<file path="src/rtl/mc_ctrl_fsm_if.sv">
// Control bundle between the multi-cycle MIPS controller (master) and its datapath (slave).
// The master samples the decode and status inputs and drives every datapath enable and select.
interface mc_ctrl_fsm_if;
  logic [5:0] op;
  logic [5:0] funct;
  logic       zero;
  logic       dm_ready;
  logic       pc_wr;
  logic [1:0] pc_src;
  logic       ir_wr;
  logic       alu_src;
  logic [1:0] ext_op;
  logic [2:0] alu_ctr;
  logic       reg_wr;
  logic [1:0] reg_dst;
  logic [1:0] wd_sel;
  logic       mem_rd;
  logic       mem_wr;
  logic       illegal;
  logic       mem_err;
  logic [2:0] state;

  modport master (
    input  op, funct, zero, dm_ready,
    output pc_wr, pc_src, ir_wr, alu_src, ext_op, alu_ctr, reg_wr, reg_dst,
           wd_sel, mem_rd, mem_wr, illegal, mem_err, state
  );

  modport slave (
    output op, funct, zero, dm_ready,
    input  pc_wr, pc_src, ir_wr, alu_src, ext_op, alu_ctr, reg_wr, reg_dst,
           wd_sel, mem_rd, mem_wr, illegal, mem_err, state
  );
endinterface

</file>
<file path="src/rtl/mc_ctrl_fsm.sv">
// Multi-cycle MIPS main controller: sequences FETCH/DECODE/EXE/MEM/WB and drives the datapath
// controls from the current state and the op/funct latched in DECODE.
module mc_ctrl_fsm #(
  parameter int TIMEOUT = 16
) (
  input  logic          clk,
  input  logic          reset,
  mc_ctrl_fsm_if.master bus
);

  typedef enum logic [2:0] {
    S_FETCH  = 3'd0,
    S_DECODE = 3'd1,
    S_EXE    = 3'd2,
    S_MEM_RD = 3'd3,
    S_MEM_WR = 3'd4,
    S_WB     = 3'd5
  } state_e;

  typedef enum logic [3:0] {
    C_ILL, C_ADDU, C_SUBU, C_SLT, C_SLTU, C_JR, C_ORI,
    C_LUI, C_LW, C_SW, C_BEQ, C_J, C_JAL
  } cls_e;

  localparam logic [5:0] OP_RTYPE = 6'h00;
  localparam logic [5:0] OP_J     = 6'h02;
  localparam logic [5:0] OP_JAL   = 6'h03;
  localparam logic [5:0] OP_BEQ   = 6'h04;
  localparam logic [5:0] OP_ORI   = 6'h0D;
  localparam logic [5:0] OP_LUI   = 6'h0F;
  localparam logic [5:0] OP_LW    = 6'h23;
  localparam logic [5:0] OP_SW    = 6'h2B;

  localparam logic [5:0] FN_JR    = 6'h08;
  localparam logic [5:0] FN_ADDU  = 6'h21;
  localparam logic [5:0] FN_SUBU  = 6'h23;
  localparam logic [5:0] FN_SLT   = 6'h2A;
  localparam logic [5:0] FN_SLTU  = 6'h2B;

  localparam logic [2:0] ALU_ADD  = 3'd0;
  localparam logic [2:0] ALU_SUB  = 3'd1;
  localparam logic [2:0] ALU_OR   = 3'd2;
  localparam logic [2:0] ALU_SLT  = 3'd3;
  localparam logic [2:0] ALU_SLTU = 3'd4;

  localparam logic [1:0] EXT_ZERO = 2'd0;
  localparam logic [1:0] EXT_SIGN = 2'd1;
  localparam logic [1:0] EXT_HI   = 2'd2;

  // The wait counter only ever needs to hold TIMEOUT-1; TIMEOUT=0 disables the abort.
  localparam int CNT_W = (TIMEOUT > 2) ? $clog2(TIMEOUT) : 1;
  localparam logic [CNT_W-1:0] CNT_LAST = CNT_W'((TIMEOUT > 0) ? TIMEOUT - 1 : 0);

  function automatic cls_e decode(input logic [5:0] o, input logic [5:0] f);
    cls_e c;
    c = C_ILL;
    case (o)
      OP_RTYPE: begin
        case (f)
          FN_ADDU: c = C_ADDU;
          FN_SUBU: c = C_SUBU;
          FN_SLT:  c = C_SLT;
          FN_SLTU: c = C_SLTU;
          FN_JR:   c = C_JR;
          default: c = C_ILL;
        endcase
      end
      OP_J:    c = C_J;
      OP_JAL:  c = C_JAL;
      OP_BEQ:  c = C_BEQ;
      OP_ORI:  c = C_ORI;
      OP_LUI:  c = C_LUI;
      OP_LW:   c = C_LW;
      OP_SW:   c = C_SW;
      default: c = C_ILL;
    endcase
    return c;
  endfunction

  state_e           state_q, state_d;
  logic [CNT_W-1:0] cnt_q, cnt_d;
  logic [5:0]       op_q, op_d;
  logic [5:0]       funct_q, funct_d;

  cls_e       cls;
  logic       is_rtype;
  logic       timeout_hit;

  logic       pc_wr;
  logic [1:0] pc_src;
  logic       ir_wr;
  logic       alu_src;
  logic [1:0] ext_op;
  logic [2:0] alu_ctr;
  logic       reg_wr;
  logic [1:0] reg_dst;
  logic [1:0] wd_sel;
  logic       mem_rd;
  logic       mem_wr;
  logic       illegal;
  logic       mem_err;

  // DECODE looks at the live IR; later states use the copy latched in DECODE.
  assign cls = (state_q == S_DECODE) ? decode(bus.op, bus.funct) : decode(op_q, funct_q);
  assign is_rtype = (cls == C_ADDU) || (cls == C_SUBU) || (cls == C_SLT) || (cls == C_SLTU);
  assign timeout_hit = (TIMEOUT != 0) && (cnt_q == CNT_LAST);

  always_comb begin
    state_d = S_FETCH;
    cnt_d   = '0;
    op_d    = op_q;
    funct_d = funct_q;
    pc_wr   = 1'b0;
    pc_src  = 2'd0;
    ir_wr   = 1'b0;
    alu_src = 1'b0;
    ext_op  = EXT_ZERO;
    alu_ctr = ALU_ADD;
    reg_wr  = 1'b0;
    reg_dst = 2'd0;
    wd_sel  = 2'd0;
    mem_rd  = 1'b0;
    mem_wr  = 1'b0;
    illegal = 1'b0;
    mem_err = 1'b0;

    // ALU setup is a function of the instruction alone, so it stays put from EXE through WB.
    if (state_q == S_EXE || state_q == S_MEM_RD || state_q == S_MEM_WR || state_q == S_WB) begin
      case (cls)
        C_ADDU:      alu_ctr = ALU_ADD;
        C_SUBU:      alu_ctr = ALU_SUB;
        C_SLT:       alu_ctr = ALU_SLT;
        C_SLTU:      alu_ctr = ALU_SLTU;
        C_BEQ:       alu_ctr = ALU_SUB;
        C_ORI:       begin alu_src = 1'b1; ext_op = EXT_ZERO; alu_ctr = ALU_OR;  end
        C_LUI:       begin alu_src = 1'b1; ext_op = EXT_HI;   alu_ctr = ALU_OR;  end
        C_LW, C_SW:  begin alu_src = 1'b1; ext_op = EXT_SIGN; alu_ctr = ALU_ADD; end
        default:     alu_ctr = ALU_ADD;
      endcase
    end

    case (state_q)
      S_FETCH: begin
        ir_wr   = 1'b1;
        pc_wr   = 1'b1;
        pc_src  = 2'd0;
        state_d = S_DECODE;
      end
      S_DECODE: begin
        op_d    = bus.op;
        funct_d = bus.funct;
        case (cls)
          C_J: begin
            pc_wr  = 1'b1;
            pc_src = 2'd2;
          end
          C_JAL: begin
            pc_wr   = 1'b1;
            pc_src  = 2'd2;
            reg_wr  = 1'b1;
            reg_dst = 2'd2;
            wd_sel  = 2'd2;
          end
          C_JR: begin
            pc_wr  = 1'b1;
            pc_src = 2'd3;
          end
          C_ILL:   illegal = 1'b1;
          default: state_d = S_EXE;
        endcase
      end
      S_EXE: begin
        case (cls)
          C_LW:    state_d = S_MEM_RD;
          C_SW:    state_d = S_MEM_WR;
          C_BEQ: begin
            pc_src  = 2'd1;
            pc_wr   = bus.zero;
            state_d = S_FETCH;
          end
          C_ADDU, C_SUBU, C_SLT, C_SLTU, C_ORI, C_LUI: state_d = S_WB;
          default: state_d = S_FETCH;
        endcase
      end
      S_MEM_RD, S_MEM_WR: begin
        mem_rd = (state_q == S_MEM_RD);
        mem_wr = (state_q == S_MEM_WR);
        // A ready in the final allowed cycle still completes normally.
        if (bus.dm_ready) begin
          state_d = (state_q == S_MEM_RD) ? S_WB : S_FETCH;
        end else if (timeout_hit) begin
          mem_err = 1'b1;
          state_d = S_FETCH;
        end else begin
          cnt_d   = (TIMEOUT == 0) ? '0 : cnt_q + CNT_W'(1);
          state_d = state_q;
        end
      end
      S_WB: begin
        reg_wr  = 1'b1;
        reg_dst = is_rtype ? 2'd1 : 2'd0;
        wd_sel  = (cls == C_LW) ? 2'd1 : 2'd0;
        state_d = S_FETCH;
      end
      default: state_d = S_FETCH;
    endcase
  end

  always_ff @(posedge clk) begin
    if (reset) begin
      state_q <= S_FETCH;
      cnt_q   <= '0;
    end else begin
      state_q <= state_d;
      cnt_q   <= cnt_d;
    end
  end

  always_ff @(posedge clk) begin
    op_q    <= op_d;
    funct_q <= funct_d;
  end

  // Reset kills every write and pulse in the cycle it is seen, including a pending WB.
  assign bus.pc_wr   = pc_wr   & ~reset;
  assign bus.ir_wr   = ir_wr   & ~reset;
  assign bus.reg_wr  = reg_wr  & ~reset;
  assign bus.mem_rd  = mem_rd  & ~reset;
  assign bus.mem_wr  = mem_wr  & ~reset;
  assign bus.illegal = illegal & ~reset;
  assign bus.mem_err = mem_err & ~reset;
  assign bus.pc_src  = pc_src;
  assign bus.alu_src = alu_src;
  assign bus.ext_op  = ext_op;
  assign bus.alu_ctr = alu_ctr;
  assign bus.reg_dst = reg_dst;
  assign bus.wd_sel  = wd_sel;
  assign bus.state   = state_q;

endmodule
</file>
<file path="src/flat_wrapper.sv">
// flat-port wrapper written by rule: the top's interface ports become plain ports
module mc_ctrl_fsm_flat 
#(
  parameter int TIMEOUT = 16
)
  (clk, reset, bus_op, bus_funct, bus_zero, bus_dm_ready, bus_pc_wr, bus_pc_src, bus_ir_wr, bus_alu_src, bus_ext_op, bus_alu_ctr, bus_reg_wr, bus_reg_dst, bus_wd_sel, bus_mem_rd, bus_mem_wr, bus_illegal, bus_mem_err, bus_state);
  mc_ctrl_fsm_if bus_i ();
  input  logic clk;
  input  logic reset;
  input wire logic [$bits(bus_i.op)-1:0] bus_op;
  input wire logic [$bits(bus_i.funct)-1:0] bus_funct;
  input wire logic [$bits(bus_i.zero)-1:0] bus_zero;
  input wire logic [$bits(bus_i.dm_ready)-1:0] bus_dm_ready;
  output wire logic [$bits(bus_i.pc_wr)-1:0] bus_pc_wr;
  output wire logic [$bits(bus_i.pc_src)-1:0] bus_pc_src;
  output wire logic [$bits(bus_i.ir_wr)-1:0] bus_ir_wr;
  output wire logic [$bits(bus_i.alu_src)-1:0] bus_alu_src;
  output wire logic [$bits(bus_i.ext_op)-1:0] bus_ext_op;
  output wire logic [$bits(bus_i.alu_ctr)-1:0] bus_alu_ctr;
  output wire logic [$bits(bus_i.reg_wr)-1:0] bus_reg_wr;
  output wire logic [$bits(bus_i.reg_dst)-1:0] bus_reg_dst;
  output wire logic [$bits(bus_i.wd_sel)-1:0] bus_wd_sel;
  output wire logic [$bits(bus_i.mem_rd)-1:0] bus_mem_rd;
  output wire logic [$bits(bus_i.mem_wr)-1:0] bus_mem_wr;
  output wire logic [$bits(bus_i.illegal)-1:0] bus_illegal;
  output wire logic [$bits(bus_i.mem_err)-1:0] bus_mem_err;
  output wire logic [$bits(bus_i.state)-1:0] bus_state;
  assign bus_i.op = bus_op;
  assign bus_i.funct = bus_funct;
  assign bus_i.zero = bus_zero;
  assign bus_i.dm_ready = bus_dm_ready;
  assign bus_pc_wr = bus_i.pc_wr;
  assign bus_pc_src = bus_i.pc_src;
  assign bus_ir_wr = bus_i.ir_wr;
  assign bus_alu_src = bus_i.alu_src;
  assign bus_ext_op = bus_i.ext_op;
  assign bus_alu_ctr = bus_i.alu_ctr;
  assign bus_reg_wr = bus_i.reg_wr;
  assign bus_reg_dst = bus_i.reg_dst;
  assign bus_wd_sel = bus_i.wd_sel;
  assign bus_mem_rd = bus_i.mem_rd;
  assign bus_mem_wr = bus_i.mem_wr;
  assign bus_illegal = bus_i.illegal;
  assign bus_mem_err = bus_i.mem_err;
  assign bus_state = bus_i.state;
  mc_ctrl_fsm #(.TIMEOUT(TIMEOUT)) u_core (.clk(clk), .reset(reset), .bus(bus_i));
endmodule
</file>
<file path="config.mk">
export PLATFORM = sky130hd
export DESIGN_NAME = mc_ctrl_fsm_flat
export DESIGN_NICKNAME = d
export VERILOG_FILES = /design/src/rtl/mc_ctrl_fsm_if.sv /design/src/rtl/mc_ctrl_fsm.sv /design/src/flat_wrapper.sv
export SDC_FILE = /design/constraint.sdc
export NUM_CORES = 1
export LEC_CHECK = 0
export ABC_AREA = 1
export BUFFER_PORTS_ARGS = -buffer_cell sky130_fd_sc_hd__buf_2
export CORE_ASPECT_RATIO = 1.1
export CORE_MARGIN = 2
export CORE_UTILIZATION = 50
export DETAILED_ROUTE_END_ITERATION = 8
export GPL_TIMING_DRIVEN = 0
export PLACE_DENSITY = 0.76
export SETUP_SLACK_MARGIN = 0.3
export SLEW_MARGIN = 20
export SYNTH_ARGS = -nofsm -noshare
export SYNTH_HDL_FRONTEND = slang
export SYNTH_SLANG_ARGS = --single-unit
</file>
<file path="constraint.sdc">
create_clock -name clk -period 4.3 [get_ports clk]
set_input_delay 0.86 -clock clk [delete_from_list [all_inputs] [get_ports clk]]
set_output_delay 0.86 -clock clk [all_outputs]
set_load 0.02 [all_outputs]
</file>
After elaboration in Yosys (flattened, before gate mapping)

Index checks and enable logic that the tools add are counted.

$add $sub $neg: 1
Eq/ne operators: 43
Multiplexer cells: 38
Bitwise logic cells: 9
Reduce and logical (&&, ||, !) cells: 20

Operators with widths:

| kind                | count |
|---|---|
| $eq 6x6->1 const B  | 12 |
| $pmux 4 s8          | 2 |
| $eq 6x4->1 const B  | 6 |
| $pmux 3 s5          | 2 |
| $eq 4x4->1 const B  | 6 |
| $eq 6x2->1 const B  | 4 |
| $pmux 3 s4          | 2 |
| $pmux 2 s2          | 5 |
| $eq 4x3->1 const B  | 4 |
| $mux 1              | 16 |
| $eq 6x3->1 const B  | 2 |
| $logic_not 6->1     | 2 |
| $mux 3              | 4 |
| $reduce_or 4->1     | 3 |
| $reduce_or 2->1     | 5 |
| $pmux 3 s3          | 1 |
| $eq 4x2->1 const B  | 2 |
| $and 1x1->1         | 7 |
| $eq 3x2->1 const B  | 2 |
| $eq 3x3->1 const B  | 2 |
| $logic_or 1x1->1    | 6 |
| $mux 2              | 3 |
| $reduce_or 6->1     | 1 |
| $add 4x1->4 const B | 1 |
| other kinds (10)    | 11 |

Register bits after elaboration: 19
Bits of input ports: 16

Logic depth before layout (Yosys ltp)

Gate-level depths: netlist (run 1).

Depth in word-level cells: 10
Depth in mapped cells: 16
Gate-level depth less buffers: 16

Worst setup path after synthesis (run 1)

No wires, ideal clock.

Kind: input to output
Start: input bus_op[2]
End: output bus_reg_wr
Data arrival time: 2.201 ns
Required time: 3.440 ns
Setup slack: 1.239 ns
Cell stages on the path: 9
Cells stage by stage: nor2_1 and3_1 nand2_1 nand2_1 nand2_1 nand2_4 nand2_1 nor2_1 o21a_1

Word-level cells in the longest chain between the ends: 7

RTL lines:

| element                                  | line               | source |
|---|---|---|
| start, declared                          | flat_wrapper.sv:10 | `input wire logic [$bits(bus_i.op)-1:0] bus_op;` |
| $eq 6x6->1, or another cell as far along | mc_ctrl_fsm.sv:57  | `case (o)` |
| $pmux 4 s8 *                             | mc_ctrl_fsm.sv:57  |  |
| $mux 4 *                                 | mc_ctrl_fsm.sv:104 | `assign cls = (state_q == S_DECODE) ? decode(bus.op, bus.funct) : decode(op_q, funct_q);` |
| $eq 4x4->1 *                             | mc_ctrl_fsm.sv:152 | `case (cls)` |
| $mux 1 *                                 | mc_ctrl_fsm.sv:152 |  |
| $pmux 1 s2 *                             | mc_ctrl_fsm.sv:142 | `case (state_q)` |
| $and 1x1->1 *                            | mc_ctrl_fsm.sv:227 | `assign bus.reg_wr = reg_wr & ~reset;` |
| end, declared                            | flat_wrapper.sv:20 | `output wire logic [$bits(bus_i.reg_wr)-1:0] bus_reg_wr;` |

Mark *: on every way between the ends. The rest lies on a longest branch, timed or not.

Worst setup path in the final report (run 1)

Start: input bus_op[2]
End: output bus_pc_wr

Word-level cells in the longest chain between the ends: 8

RTL lines:

| element                                         | line               | source |
|---|---|---|
| $eq 6x6->1, or another cell as far along        | mc_ctrl_fsm.sv:57  |  |
| $pmux 4 s8 *                                    | mc_ctrl_fsm.sv:57  |  |
| $mux 4 *                                        | mc_ctrl_fsm.sv:104 |  |
| $eq 4x4->1 / $eq 4x3->1 (equally long branches) | mc_ctrl_fsm.sv:152 |  |
| $reduce_or 3->1 (no source line)                | --                 |  |
| $mux 1                                          | mc_ctrl_fsm.sv:152 |  |
| $pmux 1 s3 *                                    | mc_ctrl_fsm.sv:142 |  |
| $and 1x1->1 *                                   | mc_ctrl_fsm.sv:225 | `assign bus.pc_wr = pc_wr & ~reset;` |
| end, declared                                   | flat_wrapper.sv:14 | `output wire logic [$bits(bus_i.pc_wr)-1:0] bus_pc_wr;` |

Marked as above.

==> impl_metrics.toml, run 1 <==
[global_routing]
antenna_found_initial = 0
grt_pass1_vias = 1360
grt_overflow_total = 0
grt_pass1_wl_mm = 5.51
grt.total_usage_pct = 19.9
grt_max_degree = 19

[layout]
seq_area_um2 = 500
n_antenna_cell = 0
area_growth_syn_to_layout_pct = 16.9
multi_input_area_um2 = 866
finish.net_count = 302
layout_common_cells = "nand2_1, nor2_1, buf_2, inv_1, nand3_1"
layout-drive-gt1-share_pct = 21.8
final_common_cell = "nand2_1"
fin_cells = 318
nFillCells = 307

[synth]
syn_avg_cell_area_um2 = 6.29
syn_inst = 243
yosys_warnings = 0
yosys-top-cells-area = "edfxtp_1, nand2_1, nor2_1"
syn_nets = 260
ys_types = 26
yosysSeqAreaShare_pct = 32.8
synth_area_leader_cell = "edfxtp_1"
ys_seq_elements = 19
syn_area_um2 = 1530
yosys.area.top_type_share_pct = 23.6

[critical_path]
arrival_ps = 2460
rr_worst_depth = 13
r2r_slack_ps = 2320
critPathCaptureType = "primary output"
r2r-start = "u_core.bus.state[0]"
worstPathRequired_ps = 3440
reg2reg_to = "u_core.bus.state[0]"
path_class = "input pin to primary output"
worstPathMaxFanout = 7
start_kind = "input pin"

[detailed_routing]
dr.pass1.iters = 4
drt_iter0_markers = 57
drc = 0
via_per_inst = 5.00
route.vias.total = 1589
drt_wl_total_mm = 3.32
avgRoutedWirePerCell_um = 10.4
postRouteAntennaNets = 0

[place]
dp_hpwl_mm = 2.67
post-place-ws_ps = 1010
placedCellCount = 314
io_buffers = 37
place.gp.congestion = 0.831

[die]
initial_core_util_pct = 51.5
die_w_um = 56.7
io_pins = 38
fp.dieH_um = 62.0
dieArea_um2 = 3510
rows = 21
core_um2 = 2970

[pwr]
p_leak_nw = 1.00
power.density_nw_per_um2 = 530
fin_total_pwr_w = 0.000947
ir_worst_vdd_v = 0.000475

[cts]
holdBufCountCts = 0
cts_buffer_depth = 2
post_cts_buffers = 0
clock_latency_ps = 310
htreeDepth = 1
cts.reportedPaths.clkPinSlew_ps = 120
cts_sinks = 19
post_cts_resize_count = 0
cts_tree = "built"
cts_buffers = 3
root_buffer = "clkbuf_4"

[sta]
finalSetupTns_ps = 0
setup_slack_ps = 983
rsz0062_at_grt = "no"
period_needed_ps = 3320
setup_viol = 0
timing_hold_violations_final = 0
slew_headroom_pct = 57.0
slew_violations = 0
min_period_over_period_pct = 77.1
fmax_ghz = 0.301
fin_skew_ps = 3.97
worstMarginPinSlew_ps = 640

[status]
status = "finished, final reports clean"

[worst_hold_path]
min_delay_path_depth = 1
holdPathEnd = "u_core.cnt_q[0]"
worstHoldStart = "u_core.cnt_q[0]"
worst_hold_path_type = "flip-flop to flip-flop"

[flow_run]
cap_violations = 0
[cell usage after synthesis (all sizes together)]
cell,count
ha,1
o21a,1
a21oi,5
nor2,56
xnor2,1
edfxtp,12
nand4,4
a31oi,1
nand3,31
nor3,3
clkinv,1
and3,2
dfxtp,7
nand2,71
o21ai,4
xor2,1
nor4,2
inv,39
buf,1
[registers in the layout, summed over array words and instances (netlist names)]
name,flops
u_core.funct_q,6
u_core.op_q,6
u_core.cnt_q,4
u_core.bus.state,3
[worst max-delay path: stages]
cell and delay [ps]:
buf_2 120, nor2_1 180, and3_1 250, nand2_1 70, nand2_1 60, nand2_1 100
nand2_4 160, nand2_4 80, clkinv_2 60, nand2_2 60, nand2_1 70, nand2_1 70
a21oi_2 160, buf_2 170
[stage by stage]
stage	hold slack, ps	util (%)	area [um^2]
CTS	461	60.1	1790
finish	456	60.1	1790
global route	487	60.1	1790
floorplan	418	-	1530
detailed placement	437	59.1	1760
global placement	431	59.1	1760
[how the worst max path moves through the flow]
| stage | start | end | slack (ps) | depth (start not counted) |
|---|---|---|---|---|
| final | bus_op[2] | bus_pc_wr | 980 | 14 |
| after CTS | bus_op[2] | bus_pc_wr | 1000 | 14 |
| after detailed placement | bus_op[2] | bus_pc_wr | 1010 | 14 |
| after global placement | bus_op[2] | bus_pc_wr | 1040 | 14 |
| after floorplan | bus_op[2] | bus_reg_wr | 1240 | 9 |
| after global routing | bus_op[2] | bus_pc_wr | 850 | 14 |
[power by group]
group / switching (W) / internal (W)
logic: 0.000381 / 0.000161
registers: 0.0000470 / 0.000259
clock network: 0.0000635 / 0.0000355
total: 0.000491 / 0.000456
[per-layer routing]
metal | share of wire (%) | wire length (um) | GRT usage, %
met1 | 43 | 1440 | 22.8
met2 | 52 | 1720 | 37.9
met3 | 3.3 | 110 | 3.11
met4 | 1.4 | 47 | 8.16
met5 | 0 | 0 | 0
[final cells by class]
type	instances	share of cell area (%)
clock buffers	3	1.26
multi-input cells	183	48.5
plain buffers	1	0.420
well taps	34	2.38
repair buffers	37	10.4
inverters	40	8.62
flip-flops and latches	19	28.0
clock inverters	1	0.420
[cells by family (layout without fill, tap and decap cells)]
kind of cell	count (synthesis)	after routing	share of synthesized area (%)
simple gates	169	169	50.4
buf+inv	41	82	10.6
compound gates	11	11	4.34
flops	19	19	32.8
xor+xnor	2	2	1.15
fa+ha+maj	1	1	0.819
Note: power is estimated with default switching activity, not from simulation.
==> run 2, diff against run 1 <==
==> constraint.sdc (replaced) <==
create_clock -name clk -period 3.3 [get_ports clk]
set_input_delay 0.66 -clock clk [delete_from_list [all_inputs] [get_ports clk]]
set_output_delay 0.66 -clock clk [all_outputs]
set_load 0.02 [all_outputs]
==> run 2 against run 1 <==
Final area increased by 2.0%. Core utilization is 1.2 points higher. Highest routed layer unchanged. Worst hold slack improved by 1.4 ps. Via count is 1.7% higher. Non-clock buffer count rose by 4.
==> impl_metrics.toml, run 2 (synthesis gave the netlist of run 1 again) <==
[critical_path]
cp_top_family = "simple AND/OR/NAND/NOR gates"
worstPathMaxFanout = 7
arrival_ps = 2190
path_class = "input pin to primary output"
critPathCaptureType = "primary output"
critical_path.max_stage_delay_ps = 240
slowest_stage = "and3_4"
worstPathRequired_ps = 2640
start_kind = "input pin"
cpMostUsedCell = "nand2_1"
crit_chain = "buf_2 -> nor2_1 -> and3_4 -> nand2_1 -> nand2_1 -> nand2_1 -> nand2_4 -> nand2_4 -> clkinv_2 -> nand2_2 -> nand2_1 -> nand2_1 -> a21oi_2 -> buf_2"
crit_buf_inv = 3

[global_routing]
use_met2_pct = 37.7
grtUsageMet3_pct = 3.31
grt_overflow_total = 0
grt-busiest-layer = "met2"
grtUsageMet1_pct = 23.4
grt_pass1_wl_mm = 5.58
antenna_found_initial = 0
grt_pass1_vias = 1375
grt.total_usage_pct = 20.3
grt_max_degree = 13

[detailed_routing]
drc = 0
via_per_inst = 5.02
drt_iter0_markers = 51
route.vias.total = 1616
drt_wl_total_mm = 3.39
avgRoutedWirePerCell_um = 10.5
postRouteAntennaNets = 0
dr.pass1.iters = 4

[layout]
area_growth_syn_to_layout_pct = 19.2
final_common_cell = "nand2_1"
multi_input_area_um2 = 871
finish.net_count = 306
largestRegisters = "u_core.funct_q: 6 flops, u_core.op_q: 6 flops, u_core.cnt_q: 4 flops"
layout_common_cells = "nand2_1, nor2_1, buf_2, inv_1, nand3_1"
layout-drive-gt1-share_pct = 23.3
seq_area_um2 = 500
stdcell_area_um2 = 1820
nFillCells = 307
n_antenna_cell = 0

[place]
dpl_cell_area_um2 = 1760
place.gp.congestion = 0.831
dp_hpwl_mm = 2.67
io_buffers = 37

[die]
rows = 21
core_um2 = 2970
dieArea_um2 = 3510
io_pins = 38
die_w_um = 56.7
fp.dieH_um = 62.0
initial_core_util_pct = 51.5

[pwr]
p_leak_nw = 1.02
comb_power_share_pct = 58.7
power.switching_w = 0.000653
power.density_nw_per_um2 = 702
intPower_w = 0.000625
switching_share_pct = 51.1
power_frac_seq_pct = 31.0
ir_worst_vdd_v = 0.000627
clkPwrFrac_pct = 10.3

[worst_hold_path]
worst_hold_path_type = "flip-flop to flip-flop"

[cts]
cts_buffer_depth = 2
cts_tree = "built"
cts.reportedPaths.clkPinSlew_ps = 130
root_buffer = "clkbuf_4"
htreeDepth = 1
clock_latency_ps = 320
cts_buffers = 3
cts_sinks = 19

[sta]
slew_violations = 0
rsz0062_at_grt = "no"
min_period_over_period_pct = 86.4
period_needed_ps = 2850
worstMarginPinSlew_ps = 631
timing_hold_violations_final = 0
slew_headroom_pct = 57.6
setup_viol = 0
fin_skew_ps = 7.52
fmax_ghz = 0.351
finalSetupTns_ps = 0

[flow_run]
cap_violations = 0

[status]
status = "finished, final reports clean"
[run 2: cell types whose count changed in the layout (fill, tap and decap cells not counted)]
cell / change
buf_4: +4
and3_1: -1
and3_4: +1
[run 2: worst paths after layout]
kind,startpoint,endpoint,slack [ps],cells past startpoint
min reg2reg,u_core.cnt_q[0],u_core.cnt_q[0],460,1
min,u_core.cnt_q[0],u_core.cnt_q[0],460,1
max,bus_op[2],bus_pc_wr,450,14
max reg2reg,u_core.bus.state[0],u_core.bus.state[0],1500,13
[run 2: per-stage QoR]
stage / setup WS, ps / cells / power [W] / hold WS (ps) / utilization (%)
floorplan: 639 / 243 / 0.000941 / 418 / -
global placement: 435 / 314 / 0.00110 / 431 / 59.1
detailed placement: 408 / 314 / 0.00111 / 437 / 59.1
CTS: 440 / 321 / 0.00127 / 461 / 60.9
global route: 316 / 322 / 0.00140 / 487 / 61.3
finish: 450 / 322 / 0.00128 / 458 / 61.3
[run 2: power groups by stage]
stage          Clock (W)  Sequential (W)  Combinational [W]
4_1_cts         0.000133        0.000398           0.000741
5_1_grt         0.000142        0.000407           0.000848
6_report        0.000131        0.000397           0.000750
3_3_place_gp           0        0.000402           0.000698
3_5_place_dp           0        0.000405           0.000703
2_1_floorplan          0        0.000405           0.000536
[run 2: layout make-up]
type / count / area share, %
buffer: 1 / 0.412
clock buffer: 3 / 1.24
timing repair buffer: 41 / 11.8
tap: 34 / 2.34
sequential: 19 / 27.5
multi-input combinational: 183 / 47.8
clock inverter: 1 / 0.412
inverter: 40 / 8.45
[run 2: layer usage]
layer	vias up	wire length [um]
li1	857	-
met1	721	1460
met2	31	1760
met3	7	125
met4	0	47
met5	-	0
[run 2: repair_timing]
action	in CTS	in global routing
buffers inserted	3	1
gates resized for setup	0	1
hold buffers	0	0
setup endpoints to repair	1	1
pin swaps	1	0
